## config.mk

```make
export PLATFORM = sky130hd
export DESIGN_NAME = fixed_addsub_pipe_flat
export DESIGN_NICKNAME = d
export VERILOG_FILES = /design/src/rtl/fixed_arith_pkg.sv /design/src/rtl/fixed_addsub_pipe_if.sv /design/src/rtl/fixed_addsub_lane.sv /design/src/rtl/fixed_addsub_pipe.sv /design/src/flat_wrapper.sv
export SDC_FILE = /design/constraint.sdc
export NUM_CORES = 1
export LEC_CHECK = 0
export BUFFER_PORTS_ARGS = -buffer_cell sky130_fd_sc_hd__buf_2
export CAP_MARGIN = 20
export CORE_ASPECT_RATIO = 0.6
export CORE_MARGIN = 2
export CORE_UTILIZATION = 50
export CTS_CLUSTER_SIZE = 28
export DETAILED_ROUTE_END_ITERATION = 7
export MAX_ROUTING_LAYER = met4
export PLACE_DENSITY = 0.75
export SLEW_MARGIN = 10
export SYNTH_ARGS = -nofsm -noshare
export SYNTH_HDL_FRONTEND = slang
export SYNTH_SLANG_ARGS = --single-unit
```

## constraint.sdc

```tcl
create_clock -name Clock -period 6.4 [get_ports Clock]
set_clock_uncertainty 0.1 [all_clocks]
set_input_delay 0.32 -clock Clock [delete_from_list [all_inputs] [get_ports Clock]]
set_output_delay 0.32 -clock Clock [all_outputs]
set_load 0.02 [all_outputs]
```

## src/rtl/fixed_arith_pkg.sv

```systemverilog
// Shared constants and saturation-limit helpers for the fixed-point add/sub datapath.
// Limits come back as wide vectors; callers cast them down to their own lane width.
package fixed_arith_pkg;
    localparam logic OP_ADD = 1'b0;
    localparam logic OP_SUB = 1'b1;
    localparam int unsigned MAX_WIDTH = 256;

    typedef logic [MAX_WIDTH-1:0] wide_t;

    function automatic wide_t max_pos(input int unsigned width);
        wide_t v;
        v = (wide_t'(1) << (width - 1)) - wide_t'(1);
        return v;
    endfunction

    function automatic wide_t min_neg(input int unsigned width);
        wide_t v;
        v = wide_t'(1) << (width - 1);
        return v;
    endfunction
endpackage

```

## src/rtl/fixed_addsub_pipe_if.sv

```systemverilog
// Operand/result bundle between operand fetch, the add/sub pipe and writeback.
// Input side is valid/accept, output side is ready/accept; the pipe is the slave.
interface fixed_addsub_pipe_if #(
    parameter int WIDTH = 64,
    parameter int LANES = 3
);
    logic [WIDTH*LANES-1:0] iA;
    logic [WIDTH*LANES-1:0] iB;
    logic [LANES-1:0]       iOperation;
    logic                   iSaturate;
    logic                   iInputReady;
    logic                   oInputAccept;
    logic [WIDTH*LANES-1:0] oR;
    logic [LANES-1:0]       oOverflow;
    logic                   OutputReady;
    logic                   iOutputAccept;
    logic                   iClearFlags;
    logic [LANES-1:0]       oOverflowSticky;

    modport master (
        output iA, iB, iOperation, iSaturate, iInputReady, iOutputAccept, iClearFlags,
        input  oInputAccept, oR, oOverflow, OutputReady, oOverflowSticky
    );

    modport slave (
        input  iA, iB, iOperation, iSaturate, iInputReady, iOutputAccept, iClearFlags,
        output oInputAccept, oR, oOverflow, OutputReady, oOverflowSticky
    );
endinterface

```

## src/rtl/fixed_addsub_lane.sv

```systemverilog
// One lane of signed add/subtract with optional saturation; purely combinational.
// Overflow is judged on a one-bit-wider sum so A minus the most-negative value is caught.
module fixed_addsub_lane
    import fixed_arith_pkg::*;
#(
    parameter int WIDTH = 64
) (
    input  logic [WIDTH-1:0] a,
    input  logic [WIDTH-1:0] b,
    input  logic             op,
    input  logic             sat,
    output logic [WIDTH-1:0] r,
    output logic             ovf
);
    localparam logic [WIDTH-1:0] SAT_HI = WIDTH'(max_pos(WIDTH));
    localparam logic [WIDTH-1:0] SAT_LO = WIDTH'(min_neg(WIDTH));
    localparam logic [WIDTH:0]   ONE    = {{WIDTH{1'b0}}, 1'b1};

    logic [WIDTH:0] w_a;
    logic [WIDTH:0] w_b;
    logic [WIDTH:0] w_sum;

    assign w_a   = {a[WIDTH-1], a};
    assign w_b   = (op == OP_SUB) ? (~{b[WIDTH-1], b} + ONE) : {b[WIDTH-1], b};
    assign w_sum = w_a + w_b;
    assign ovf   = w_sum[WIDTH] ^ w_sum[WIDTH-1];
    // The extra sign bit tells which way the true result left the representable range.
    assign r     = (sat && ovf) ? (w_sum[WIDTH] ? SAT_LO : SAT_HI) : w_sum[WIDTH-1:0];
endmodule

```

## src/rtl/fixed_addsub_pipe.sv

```systemverilog
// Two-stage multi-lane fixed-point add/sub: S1 captures operands, S2 holds results (2 cycles).
// A stalled S2 lets S1 fill first, so input accept only drops once both stages hold data.
module fixed_addsub_pipe
    import fixed_arith_pkg::*;
#(
    parameter int WIDTH = 64,
    parameter int LANES = 3
) (
    input logic                Clock,
    input logic                Reset,
    fixed_addsub_pipe_if.slave io
);
    logic                   r_v1;
    logic                   r_v2;
    logic [WIDTH*LANES-1:0] r_a1;
    logic [WIDTH*LANES-1:0] r_b1;
    logic [LANES-1:0]       r_op1;
    logic                   r_sat1;
    logic [WIDTH*LANES-1:0] r_res2;
    logic [LANES-1:0]       r_ovf2;
    logic [LANES-1:0]       r_sticky;

    logic                   w_en1;
    logic                   w_en2;
    logic                   w_out_xfer;
    logic [WIDTH*LANES-1:0] w_res;
    logic [LANES-1:0]       w_ovf;

    assign w_en2      = !r_v2 || io.iOutputAccept;
    assign w_en1      = !r_v1 || w_en2;
    assign w_out_xfer = r_v2 && io.iOutputAccept;

    for (genvar i = 0; i < LANES; i++) begin : g_lane
        fixed_addsub_lane #(.WIDTH(WIDTH)) u_lane (
            .a   (r_a1[i*WIDTH +: WIDTH]),
            .b   (r_b1[i*WIDTH +: WIDTH]),
            .op  (r_op1[i]),
            .sat (r_sat1),
            .r   (w_res[i*WIDTH +: WIDTH]),
            .ovf (w_ovf[i])
        );
    end

    always_ff @(posedge Clock or negedge Reset) begin
        if (!Reset) begin
            r_v1   <= 1'b0;
            r_a1   <= '0;
            r_b1   <= '0;
            r_op1  <= '0;
            r_sat1 <= 1'b0;
        end else if (w_en1) begin
            r_v1   <= io.iInputReady;
            r_a1   <= io.iA;
            r_b1   <= io.iB;
            r_op1  <= io.iOperation;
            r_sat1 <= io.iSaturate;
        end
    end

    always_ff @(posedge Clock or negedge Reset) begin
        if (!Reset) begin
            r_v2   <= 1'b0;
            r_res2 <= '0;
            r_ovf2 <= '0;
        end else if (w_en2) begin
            r_v2   <= r_v1;
            r_res2 <= w_res;
            r_ovf2 <= w_ovf;
        end
    end

    // A new overflow leaving the pipe outranks a clear in the same cycle.
    always_ff @(posedge Clock or negedge Reset) begin
        if (!Reset) begin
            r_sticky <= '0;
        end else begin
            r_sticky <= (io.iClearFlags ? '0 : r_sticky) | (w_out_xfer ? r_ovf2 : '0);
        end
    end

    assign io.oInputAccept    = w_en1;
    assign io.oR              = r_res2;
    assign io.oOverflow       = r_ovf2;
    assign io.OutputReady     = r_v2;
    assign io.oOverflowSticky = r_sticky;
endmodule

```

## src/flat_wrapper.sv

```systemverilog
// flat-port wrapper written by rule: the top's interface ports become plain ports
module fixed_addsub_pipe_flat import fixed_arith_pkg::*;
#(
    parameter int WIDTH = 64,
    parameter int LANES = 3
)
  (Clock, Reset, io_iA, io_iB, io_iOperation, io_iSaturate, io_iInputReady, io_iOutputAccept, io_iClearFlags, io_oInputAccept, io_oR, io_oOverflow, io_OutputReady, io_oOverflowSticky);
  fixed_addsub_pipe_if #(.WIDTH(WIDTH), .LANES(LANES)) io_i ();
  input logic Clock;
  input logic Reset;
  input wire logic [$bits(io_i.iA)-1:0] io_iA;
  input wire logic [$bits(io_i.iB)-1:0] io_iB;
  input wire logic [$bits(io_i.iOperation)-1:0] io_iOperation;
  input wire logic [$bits(io_i.iSaturate)-1:0] io_iSaturate;
  input wire logic [$bits(io_i.iInputReady)-1:0] io_iInputReady;
  input wire logic [$bits(io_i.iOutputAccept)-1:0] io_iOutputAccept;
  input wire logic [$bits(io_i.iClearFlags)-1:0] io_iClearFlags;
  output wire logic [$bits(io_i.oInputAccept)-1:0] io_oInputAccept;
  output wire logic [$bits(io_i.oR)-1:0] io_oR;
  output wire logic [$bits(io_i.oOverflow)-1:0] io_oOverflow;
  output wire logic [$bits(io_i.OutputReady)-1:0] io_OutputReady;
  output wire logic [$bits(io_i.oOverflowSticky)-1:0] io_oOverflowSticky;
  assign io_i.iA = io_iA;
  assign io_i.iB = io_iB;
  assign io_i.iOperation = io_iOperation;
  assign io_i.iSaturate = io_iSaturate;
  assign io_i.iInputReady = io_iInputReady;
  assign io_i.iOutputAccept = io_iOutputAccept;
  assign io_i.iClearFlags = io_iClearFlags;
  assign io_oInputAccept = io_i.oInputAccept;
  assign io_oR = io_i.oR;
  assign io_oOverflow = io_i.oOverflow;
  assign io_OutputReady = io_i.OutputReady;
  assign io_oOverflowSticky = io_i.oOverflowSticky;
  fixed_addsub_pipe #(.WIDTH(WIDTH), .LANES(LANES)) u_core (.Clock(Clock), .Reset(Reset), .io(io_i));
endmodule
```

* Yosys cells after proc, flatten, opt, wreduce, memory -nomap -nowiden
Cells that the tools add are included.
W data, S select, Z words.
** Cells by class
- Multiplexer cells :: 11
- Reduce and logical (&&, ||, !) cells :: 8
- Magnitude comparators :: 0
- Equal/unequal tests :: 0
- Divide/modulo/power cells :: 0
- Multipliers :: 0
- Bitwise operators :: 7
- Add/sub/neg operators :: 6
- Shift operators :: 0
** Operator list (number)
- $mux W64 :: 6
- $add A65 B1 Y65 const B :: 3
- $add A65 B65 Y65 :: 3
- $mux W65 :: 3
- $not A65 Y65 :: 3
- $mux W3 :: 2
- $logic_and A1 B1 Y1 :: 4
- $or A3 B3 Y3 :: 1
- $xor A1 B1 Y1 :: 3
- $logic_not A1 Y1 :: 2
- $logic_or A1 B1 Y1 :: 2
** Storage, ports and cells
- Bits of input ports :: 393
- Logic and storage cells :: 41
- Register bits after elaboration :: 588
- Output and inout port bits :: 200
- Memory bits (writable) :: 0
- Memory bits (read-only) :: 0
- Memories :: 0
- Bits in latches :: 0

* Longest topological paths before layout
- Depth in word-level cells :: 7
- Mapped depth :: 26
- Depth with buffers taken out :: 22

* Hierarchy
From an unflattened synthesis, not the netlist that was laid out.
** Second synthesis, totals
- Cell total of the unflattened synthesis :: 3923
- Area, all modules :: 40121.0 µm²
** By module, submodules not included
- fixed_addsub_pipe :: area each 22143.7 µm², instances 1, cells an instance 1249, seq. area each 14714.1 µm²
- fixed_addsub_lane (u_core.g_lane[0].u_lane) :: area each 6134.6 µm², instances 1, cells an instance 904, seq. area each 0.0 µm²
- fixed_addsub_lane (u_core.g_lane[2].u_lane) :: area each 5950.7 µm², instances 1, cells an instance 863, seq. area each 0.0 µm²
- fixed_addsub_lane (u_core.g_lane[1].u_lane) :: area each 5891.9 µm², instances 1, cells an instance 907, seq. area each 0.0 µm²

* Least setup slack after synthesis
Ideal clock, no wire load.
- Path kind :: register to register
- From :: register u_core.r_b1[138]
- To :: register u_core.r_res2[181], in the netlist u_core.io.oR[181]
- Stages on the path, launching flop included :: 23
- Clock period less this slack :: 6622 ps
- Path slack :: -222 ps
- Required time :: 6177 ps
- Setup time :: 123 ps
- Arrival time :: 6400 ps
- Path buffers :: 5
- Path through :: dfrtp_1 -> or4_1 -> buf_2 -> or3_1 -> or2_2 -> or3_1 -> or3_4 -> or2_1 -> clkbuf_1 -> or4_4 -> o41ai_2 -> xnor2_1 -> ha_1 -> nand4_1 -> or4_1 -> o41ai_1 -> xnor2_1 -> or3_2 -> or2b_1 -> buf_4 -> buf_6 -> buf_6 -> o221a_2
** Between the ends
- Cells in the longest elaborated chain, start to end :: 7
- Elaborated cells on any way between the ends :: 8
- Classes of those cells :: add/sub (2); mux (3); bitwise (2); reduce/logical (1)
** RTL lines
- from (decl) :: RTL line fixed_addsub_pipe.sv:16 : logic [WIDTH*LANES-1:0] r_b1;
- from (signal assigned) :: RTL line fixed_addsub_pipe.sv:54 : r_b1 <= io.iB;
- $not A65 Y65 :: RTL line fixed_addsub_lane.sv:24 : assign w_b = (op == OP_SUB) ? (~{b[WIDTH-1], b} + ONE) : {b[WIDTH-1], b};
- $add A65 B1 Y65 :: RTL line fixed_addsub_lane.sv:24
- $mux W65 * :: RTL line fixed_addsub_lane.sv:24
- $add A65 B65 Y65 * :: RTL line fixed_addsub_lane.sv:25 : assign w_sum = w_a + w_b;
- $xor A1 B1 Y1 :: RTL line fixed_addsub_lane.sv:26 : assign ovf = w_sum[WIDTH] ^ w_sum[WIDTH-1];
- $logic_and A1 B1 Y1 :: RTL line fixed_addsub_lane.sv:28 : assign r = (sat && ovf) ? (w_sum[WIDTH] ? SAT_LO : SAT_HI) : w_sum[WIDTH-1:0];
- $mux W64 * :: RTL line fixed_addsub_lane.sv:28
- to (signal assigned) :: RTL line fixed_addsub_pipe.sv:67 : r_res2 <= w_res;
- to (decl) :: RTL line fixed_addsub_pipe.sv:19 : logic [WIDTH*LANES-1:0] r_res2;
Every way passes the cells marked *; elsewhere a longest branch is shown, timed or not.
A chain may end at the register's enable or synchronous reset.

* Final worst setup path
- From :: register u_core.r_b1[28]
- To :: register u_core.r_res2[43], in the netlist u_core.io.oR[43]
The elaborated chain is that of the path after synthesis.

==> impl_results.md <==
* Lkg Pwr at 22.0 nW
* RR Startpoint: u_core.r_b1[28]$_DFFE_PN0P_
* Final WL at 146000 um
* Final Hold Viols at 0
* XOR/XNOR Fraction of Synth Area at 0.0851
* Ys async rst share at 1.00
* Crit path top cell by count: buf_4
* Worst slew margin at 0.151
* Syn Std Cell Area at 37800 um^2
* Worst setup EP type: flip-flop
* CORE AREA at 75100 um^2
* Mapped Nets at 4482
* Vias in the first global route at 35973
* Final min period at 6.35 ns
* Port buffer count at 592
* Top_reg_cell synth: dfrtp_1
* Critical path arrival at 6.78 ns
* Run status: complete, no violations
* Achievable Freq at 157 MHz
* Syn_area_per_cell at 9.72 um^2
* Worst EP required at 6.82 ns
* Slew Viols, Final at 0
* CP Launch Type: flip-flop
* Antenna viol nets, final at 0
* Critical path, cell by cell: or4_1 > nor4_1 > buf_4 > or3b_4 > or2_1 > buf_4 > o21ai_0 > xnor2_1 > ha_1 > a21oi_1 > o21ai_1 > a21o_1 > a21oi_2 > o21ai_0 > buf_4 > buf_4 > nor4_4 > nor3_4 > or3_4 > nor2_4 > buf_12 > buf_8 > a211oi_1
* Post-synth top cells: 588 x dfrtp_1, 381 x mux2_2, 335 x nor2_1
* Post-synthesis sequential area ratio at 0.389
* Count leader, synth: dfrtp_1
* Clock sinks at 588
* Final GP Congestion at 0.989
* Mapped Cells at 3888
* Longest Clk Path Bufs at 3
* Sw Share at 0.430
* Slew @ Worst Pin at 1.27 ns
* Synth Area in Compound Gates at 0.189
* #FFs+latches synth at 588
* Register area at 14700 um^2
* PnR worst setup slack at 0.0474 ns
* CP max stage cell: or4_1
* Clk slew on worst S/H paths at 0.07 ns
* Reg-to-Reg End: u_core.io.oR[43]$_DFFE_PN0P_
* Area grow syn2layout at 32.7%
* Cell family with most CP delay: simple AND/OR/NAND/NOR gates
* Clk_lat worst skew at 0.66 ns
* Critical path type: flip-flop to flip-flop
* Area taken by multi-input logic gates at 22600 um^2
* Pin count of the biggest net entering global routing at 195
* FILL cells at 5660
* Area leader, netlist: dfrtp_1
* Netlist cell types at 84
* Grt ovf at 0
* Drt wl/cell at 24.2 um
* Setup violations, final at 0
* Clk pwr share at 0.209
* Via/cell ratio at 6.17
* # IOs at 593
* Remaining DRCs at 0
* Simple-Gate Fraction of Synth Area at 0.125
* Hold_ws at 0.172 ns
* Leading post-synthesis cells by cell area: dfrtp_1 39%, mux2_2 11%, xnor2_1 6.6%
* Power Total at 18.5 mW
* Cell internal pwr at 10.6 mW
* Rows at 78
* Share of cells above drive strength 1 at 0.305
* Worst min path class: input pin to async pin
* TritonCTS Buffers at 58
* Slowest cell delay on critical path at 0.66 ns
* EDFF count, synth at 0
* CTS H-tree lvls at 2
* Period utilisation layout at 0.993
* Antenna violations before repair at 13
* 1st-iter DRT viols at 4613
* Reg-to-reg slack, setup at 0.05 ns
* First-pass GRT wire length at 217000 um
* Worst Path Max Fanout at 7
* DR vias at 37302
* Flop pwr share at 0.297
* # nets final at 5578
* TritonRoute pass-1 iters at 6
* CP Buf/Inv Count at 6
* Worst r2r path cells at 23
* Die W at 359 um
* Power Density at 369 nW/um^2
* DP Wirelength at 102000 um
* Share of the synthesized area in the top cell type at 0.389
* YS warnings at 0
* Die area at 77900 um^2
* Root Driver: clkbuf_16
* Starting Density at 0.503
* Multiplexer share of the synthesized area at 0.115
* Largest family of logic cells by synthesized area: compound AO/OA/AOI/OAI gates
* Comb pwr share at 0.494
* Die Span Y at 217 um
* GRT Total Usage at 0.369
* Synth Area in Adders at 0.0671
* Psw at 7.97 mW
* Design area at 50200 um^2
* TritonCTS clock tree: built
* Max-cap violations at 0
* Post-place setup slack at -0.365 ns
* Maximum vdd drop at 0.000237 V
* Setup TNS at 0 ns
* Placed standard-cell area at 43300 um^2
==> registers in the layout, indices dropped and copies added (netlist names) <==
| name | count |
|---|---|
| u_core.r_sat1 | 1 |
| u_core.r_b1 | 192 |
| u_core.r_v1 | 1 |
| u_core.io.OutputReady | 1 |
| u_core.r_op1 | 3 |
| u_core.io.oR | 192 |
| u_core.io.oOverflowSticky | 3 |
| u_core.r_a1 | 192 |
| u_core.io.oOverflow | 3 |
==> worst max-delay path by stage <==
stage               depth (start not counted)                          from                       endpoint  slack, ns
finish                                     23   u_core.r_b1[28]$_DFFE_PN0P_   u_core.io.oR[43]$_DFFE_PN0P_       0.05
global route                               26    u_core.r_b1[4]$_DFFE_PN0P_    u_core.io.oR[4]$_DFFE_PN0P_      -0.09
CTS                                        23    u_core.r_b1[2]$_DFFE_PN0P_   u_core.io.oR[12]$_DFFE_PN0P_      0.002
detailed placement                         23    u_core.r_b1[2]$_DFFE_PN0P_   u_core.io.oR[60]$_DFFE_PN0P_      -0.37
global placement                           23    u_core.r_b1[2]$_DFFE_PN0P_   u_core.io.oR[60]$_DFFE_PN0P_      -0.12
floorplan                                  23  u_core.r_b1[139]$_DFFE_PN0P_  u_core.io.oR[181]$_DFFE_PN0P_       0.01
==> cells by family after synthesis <==
| logic type | after synthesis |
|---|---|
| AOI/OAI and AO/OA | 1081 |
| and+or+nand+nor | 984 |
| DFF | 588 |
| muxes | 385 |
| xor gates and xnor gates | 367 |
| buffers and inverters | 282 |
| adders and majority gates | 201 |
==> placed cells by master (no fill, tap or decap), types with 70 or more instances in the layout <==
cell,netlist,layout
a211oi_1,73,70
a21o_1,102,101
a21oi_1,323,311
buf_2,21,591
buf_4,2,230
dfrtp_1,588,585
dlygate4sd3_1,0,393
ha_1,198,194
inv_1,74,74
mux2_2,381,381
nand2_1,251,247
nand4_1,73,73
nor2_1,335,329
o21ai_0,210,187
xnor2_1,286,282
xor2_1,81,81
==> metrics by stage <==
step | cells | util
final | 6046 | 0.667
after global routing | 6042 | 0.667
after CTS | 6015 | 0.658
after detailed placement | 5512 | 0.576
after global placement | 5512 | 0.576
after floorplan | 3888 | -
==> cell type report <==
type	instances	share of cell area
well taps	1000	0.0249
repair buffers	1244	0.183
multi-input cells	3018	0.450
diodes	13	0.000649
inverters	74	0.00554
clock inverters	38	0.0100
flip-flops and latches	588	0.293
clock buffers	71	0.0317
==> routing by layer <==
| metal | GRT usage | share of wire |
|---|---|---|
| met1 | 0.522 | 0.44 |
| met2 | 0.517 | 0.42 |
| met4 | 0.123 | 0.038 |
| met3 | 0.0866 | 0.11 |
| met5 | - | 0 |
==> worst register-to-register path, stage by stage, from the launching register on <==
cell,delay (ns)
dfrtp_1,0.43
or4_1,0.66
nor4_1,0.24
buf_4,0.20
or3b_4,0.49
or2_1,0.38
buf_4,0.20
o21ai_0,0.31
xnor2_1,0.20
ha_1,0.36
a21oi_1,0.22
o21ai_1,0.10
a21o_1,0.20
a21oi_2,0.15
o21ai_0,0.08
buf_4,0.16
buf_4,0.15
nor4_4,0.39
nor3_4,0.10
or3_4,0.43
nor2_4,0.24
buf_12,0.17
buf_8,0.17
a211oi_1,0.07
==> power by group through the flow <==
stage | Sequential (mW) | Combinational, mW | Clock (mW)
6_report | 5.51 | 9.14 | 3.88
5_1_grt | 5.56 | 9.74 | 4.06
4_1_cts | 5.45 | 8.64 | 3.88
3_5_place_dp | 5.50 | 8.36 | 0
3_3_place_gp | 5.49 | 8.27 | 0
2_1_floorplan | 5.96 | 4.67 | 0
==> repair_timing <==
item | CTS | global route
hold buffers | 393 | 0
resized for setup | 15 | 116
pin swaps | 3 | 48
setup endpoints to repair | 125 | 192
gates cloned | 1 | 6
setup buffers | 0 | 12
hold endpoints to repair | 471 | 0
Power figures use the tool's default switching activity.
